==> src/rtl/button_event_ctrl.sv <==
// rtl/button_event_ctrl.sv - turns a debounced button level into press/release/long/repeat strobes
module button_event_ctrl #(
  parameter int LONG_CYCLES   = 50000000,
  parameter int REPEAT_CYCLES = 10000000,
  parameter int CNT_WIDTH     = 32,
  parameter bit REPEAT_EN     = 1'b1
) (
  input  logic       clk,
  input  logic       reset,
  input  logic       enable,
  input  logic       btn_debounc,
  output logic       press_pulse,
  output logic       release_pulse,
  output logic       long_pulse,
  output logic       repeat_pulse,
  output logic       held,
  output logic [7:0] repeat_count
);

  typedef enum logic [1:0] {IDLE, PRESS, HOLD, REPEAT} state_t;

  localparam logic [CNT_WIDTH-1:0] LONG_TC   = CNT_WIDTH'(LONG_CYCLES - 1);
  localparam logic [CNT_WIDTH-1:0] REPEAT_TC = CNT_WIDTH'(REPEAT_CYCLES - 1);
  localparam logic [CNT_WIDTH-1:0] CNT_ONE   = {{(CNT_WIDTH-1){1'b0}}, 1'b1};

  state_t               state_q, state_d;
  logic [CNT_WIDTH-1:0] cnt_q, cnt_d;
  logic                 btn_prev_q, btn_prev_d;
  logic                 press_q, press_d;
  logic                 release_q, release_d;
  logic                 long_q, long_d;
  logic                 repeat_q, repeat_d;
  logic                 held_q, held_d;
  logic [7:0]           rep_cnt_q, rep_cnt_d;
  logic                 rise;

  assign rise = btn_debounc & ~btn_prev_q;

  always_comb begin
    state_d    = state_q;
    cnt_d      = cnt_q;
    btn_prev_d = btn_debounc;
    press_d    = 1'b0;
    release_d  = 1'b0;
    long_d     = 1'b0;
    repeat_d   = 1'b0;
    rep_cnt_d  = rep_cnt_q;
    // Disabling aborts any hold silently; repeat_count survives until the next press.
    if (!enable) begin
      state_d = IDLE;
      cnt_d   = '0;
    end else begin
      case (state_q)
        IDLE: begin
          if (rise) begin
            press_d   = 1'b1;
            cnt_d     = '0;
            rep_cnt_d = 8'd0;
            state_d   = PRESS;
          end
        end
        PRESS: begin
          if (!btn_debounc) begin
            release_d = 1'b1;
            cnt_d     = '0;
            state_d   = IDLE;
          end else if (cnt_q == LONG_TC) begin
            long_d  = 1'b1;
            cnt_d   = '0;
            state_d = REPEAT_EN ? REPEAT : HOLD;
          end else begin
            cnt_d = cnt_q + CNT_ONE;
          end
        end
        HOLD: begin
          if (!btn_debounc) begin
            release_d = 1'b1;
            cnt_d     = '0;
            state_d   = IDLE;
          end
        end
        REPEAT: begin
          // Release is tested first so it wins over a coincident terminal count.
          if (!btn_debounc) begin
            release_d = 1'b1;
            cnt_d     = '0;
            state_d   = IDLE;
          end else if (cnt_q == REPEAT_TC) begin
            repeat_d = 1'b1;
            cnt_d    = '0;
            if (rep_cnt_q != 8'hFF) rep_cnt_d = rep_cnt_q + 8'd1;
          end else begin
            cnt_d = cnt_q + CNT_ONE;
          end
        end
        default: begin
          state_d = IDLE;
          cnt_d   = '0;
        end
      endcase
    end
    held_d = (state_d != IDLE);
  end

  always_ff @(posedge clk or negedge reset) begin
    if (!reset) begin
      state_q    <= IDLE;
      cnt_q      <= '0;
      btn_prev_q <= 1'b1;
      press_q    <= 1'b0;
      release_q  <= 1'b0;
      long_q     <= 1'b0;
      repeat_q   <= 1'b0;
      held_q     <= 1'b0;
      rep_cnt_q  <= 8'd0;
    end else begin
      state_q    <= state_d;
      cnt_q      <= cnt_d;
      btn_prev_q <= btn_prev_d;
      press_q    <= press_d;
      release_q  <= release_d;
      long_q     <= long_d;
      repeat_q   <= repeat_d;
      held_q     <= held_d;
      rep_cnt_q  <= rep_cnt_d;
    end
  end

  assign press_pulse   = press_q;
  assign release_pulse = release_q;
  assign long_pulse    = long_q;
  assign repeat_pulse  = repeat_q;
  assign held          = held_q;
  assign repeat_count  = rep_cnt_q;

endmodule

==> config.mk <==
export PLATFORM = sky130hd
export DESIGN_NAME = button_event_ctrl
export DESIGN_NICKNAME = d
export VERILOG_FILES = /design/src/rtl/button_event_ctrl.sv
export SDC_FILE = /design/constraint.sdc
export NUM_CORES = 1
export LEC_CHECK = 0
export ABC_AREA = 0
export CORE_MARGIN = 3
export CORE_UTILIZATION = 53
export CTS_BUF_LIST = sky130_fd_sc_hd__clkbuf_16
export DETAILED_ROUTE_END_ITERATION = 8
export PLACE_DENSITY = 0.75
export SYNTH_ARGS = -nofsm -noshare
export SYNTH_HDL_FRONTEND = slang
export SYNTH_SLANG_ARGS = --single-unit
==> constraint.sdc <==
create_clock -name clk -period 1.87 [get_ports clk]
set_clock_uncertainty 0.05 [all_clocks]
set_input_delay 0.561 -clock clk [delete_from_list [all_inputs] [get_ports clk]]
set_output_delay 0.561 -clock clk [all_outputs]
set_load 0.01 [all_outputs]
==> impl_metrics.env <==
export IMPL_outcome="finished with violations"
export IMPL_failed_checks="negative setup slack"
export IMPL_start_kind="register"
export IMPL_fp_dieArea_mm2=0.00607
export IMPL_slew_violations=0
export IMPL_hold_class="in2async"
export IMPL_dp_slack_ns=-0.626
export IMPL_grt_usage=0.262
export IMPL_synthCells=307
export IMPL_peakVddDrop_uv=509
export IMPL_final_cells=469
export IMPL_cp_data_arrival_time_ns=2.22
export IMPL_final_hold_viol_count=0
export IMPL_postLayoutSetupSlackWorst_ns=-0.192
export IMPL_clkLatencyLatePin_ns=0.29
export IMPL_rsz0062_at_grt="yes"
export IMPL_die_width_um=77.9
export IMPL_synth_most_common_cell="dfrtp_1"
export IMPL_vias_per_cell=6.29
export IMPL_gp_congestion=0.890
export IMPL_htree_num_levels=2
export IMPL_yosys_top_cells_area="dfrtp_1 43%, nand4_1 5.9%, nor2_1 4.5%, nand3_1 4.4%, nand2_1 4.0%"
export IMPL_cts_root_buf="clkbuf_16"
export IMPL_cts_tree="done"
export IMPL_n_antenna_cell=0
export IMPL_path_max_fanout=6
export IMPL_async_flop_share=1.00
export IMPL_yosys_warnings=0
export IMPL_grt_overflow=0
export IMPL_area_growth_syn_to_layout_pct=45.8
export IMPL_synth_edf_count=0
export IMPL_cts_sinks=48
export IMPL_drt_iter0_drc=244
export IMPL_finalPower_mw=2.06
export IMPL_max_freq_ghz=0.485
export IMPL_io_buffer_count=16
export IMPL_synth_area_leader_cell="dfrtp_1"
export IMPL_fp_row_count=25
export IMPL_period_minus_slack_ns=2.06
export IMPL_crit_type="reg2reg"
export IMPL_max_cap_violations=0
export IMPL_fin_crit_sh=1.10
export IMPL_core_area_mm2=0.00485
export IMPL_tightest_slew_ns=0.356
export IMPL_vias=2951
export IMPL_grt_max_degree=26
export IMPL_avgSynthCellArea_um2=8.93
export IMPL_synth_area_mm2=0.00274
export IMPL_wire_per_inst_um=17.9
export IMPL_synthFlopType="dfrtp_1"
export IMPL_cts_buffer_depth=2
export IMPL_io_pins=17
export IMPL_hold_ws_ns=0.0890
export IMPL_clkTransAtPathRegs_ns=0.06
export IMPL_cts_buffers=5
export IMPL_initial_core_util=0.565
export IMPL_power_per_cell_area_mw_per_mm2=517
export IMPL_ys_seq_elements=48
export IMPL_yosysTopAreaCellShare=0.429
export IMPL_grt_pass1_wl_um=12700
export IMPL_synth_cell_type_count=50
export IMPL_dp_hpwl_um=5170
export IMPL_power_leakage_nw=1.77
export IMPL_max_slew_margin_rel=0.761
export IMPL_drive_gt1_frac=0.341
export IMPL_required_ns=2.02
export IMPL_fill_cells=282
export IMPL_antenna_found_initial=0
export IMPL_dr_pass1_iters=5
export IMPL_wl_um=8380
export IMPL_setup_violations=37
export IMPL_finalNetCount=407
export IMPL_worst_setup_path_end_kind="register"
export IMPL_synth_commonest_cells="47 x dfrtp_1, 33 x nor2_1, 29 x nand2_1, 26 x nand4_1, 24 x nand3_1"
export IMPL_final_util=0.824
export IMPL_drc=0
export IMPL_synth_net_count=313
export IMPL_place_inst=452
export IMPL_grt_pass1_vias=2817
export IMPL_die_h_um=77.9
export IMPL_drtAntennaViolNets=0
export IMPL_ys_seq_area_frac=0.439
## metrics by stage
stage / TNS, ns / area [um2]
floorplan: -2.30 / 2790
detailed placement: -20.57 / 3560
global placement: -19.97 / 3560
global route: -6.71 / 4000
CTS: -3.72 / 3790
finish: -4.25 / 4000
## kinds of logic after synthesis
kind of cell	synth area share
fa+ha+maj	0.00913
flops	0.439
buf+inv	0.0393
simple gates	0.355
compound gates	0.110
xor+xnor	0.0479
## where the power goes
part	switching (mW)	total [mW]	internal, mW
clock	0.363	0.847	0.483
combinational	0.0965	0.167	0.0704
sequential	0.00520	1.05	1.05
## worst paths after layout
kind | from | end | cells past startpoint | slack (ns)
max in group asynchronous | reset | btn_prev_q | 2 | 1.14
worst max register to register | cnt_q[8] | repeat_count[5] | 5 | -0.19
worst min-delay path | reset | cnt_q[11] | 1 | 0.09
min in group clk | cnt_q[4] | cnt_q[4] | 1 | 0.47
worst min register to register | cnt_q[4] | cnt_q[4] | 1 | 0.47
worst max-delay path | cnt_q[8] | repeat_count[5] | 5 | -0.19
## cell type report
class | count | area, um2 | share of cell area
clock inverter | 3 | 12.5 | 0.00313
inverter | 9 | 33.8 | 0.00845
multi-input combinational | 235 | 1670 | 0.418
timing repair buffer | 102 | 865 | 0.216
clock buffer | 5 | 125 | 0.0313
tap | 67 | 83.8 | 0.0210
sequential | 48 | 1200 | 0.302
## flip-flops by register name, summed over array words and instances (netlist names)
| register | cells |
|---|---|
| btn_prev_q | 1 |
| cnt_q | 32 |
| held | 1 |
| long_pulse | 1 |
| press_pulse | 1 |
| release_pulse | 1 |
| repeat_count | 8 |
| repeat_pulse | 1 |
| state_q | 2 |
## metal layers
metal,up-vias,GRT usage,part of all wire
li1,1323,-,-
met1,1458,0.322,0.39
met2,140,0.443,0.51
met3,30,0.0522,0.068
met4,0,0.117,0.028
met5,-,0,0
## worst max-delay path: stages (launching register included)
cell,delay [ns]
dfrtp_2,0.44
nor4_4,0.28
nand4_1,0.20
o31a_1,0.42
or4_1,0.43
a21oi_1,0.16
## layout by cell type, fill, tap and decap left out, types with 6 or more instances in the layout
| cell type | netlist | routed |
|---|---|---|
| nand4_1 | 26 | 26 |
| nand3_1 | 24 | 20 |
| nor3_1 | 10 | 9 |
| nand2_1 | 29 | 28 |
| nor2_1 | 33 | 33 |
| inv_1 | 9 | 11 |
| and3_1 | 11 | 10 |
| xor2_1 | 11 | 11 |
| clkdlybuf4s50_1 | 0 | 8 |
| buf_4 | 0 | 75 |
| a21oi_1 | 8 | 6 |
| dfrtp_1 | 47 | 45 |
| buf_6 | 2 | 7 |
## what timing repair did
item	in CTS	in global routing
hold buffers	0	0
gates resized for setup	24	31
setup buffers	5	6
setup endpoints to repair	43	40
hold endpoints to repair	0	0
pin swaps	18	16
No activity file was read; power rests on OpenSTA's default activity.
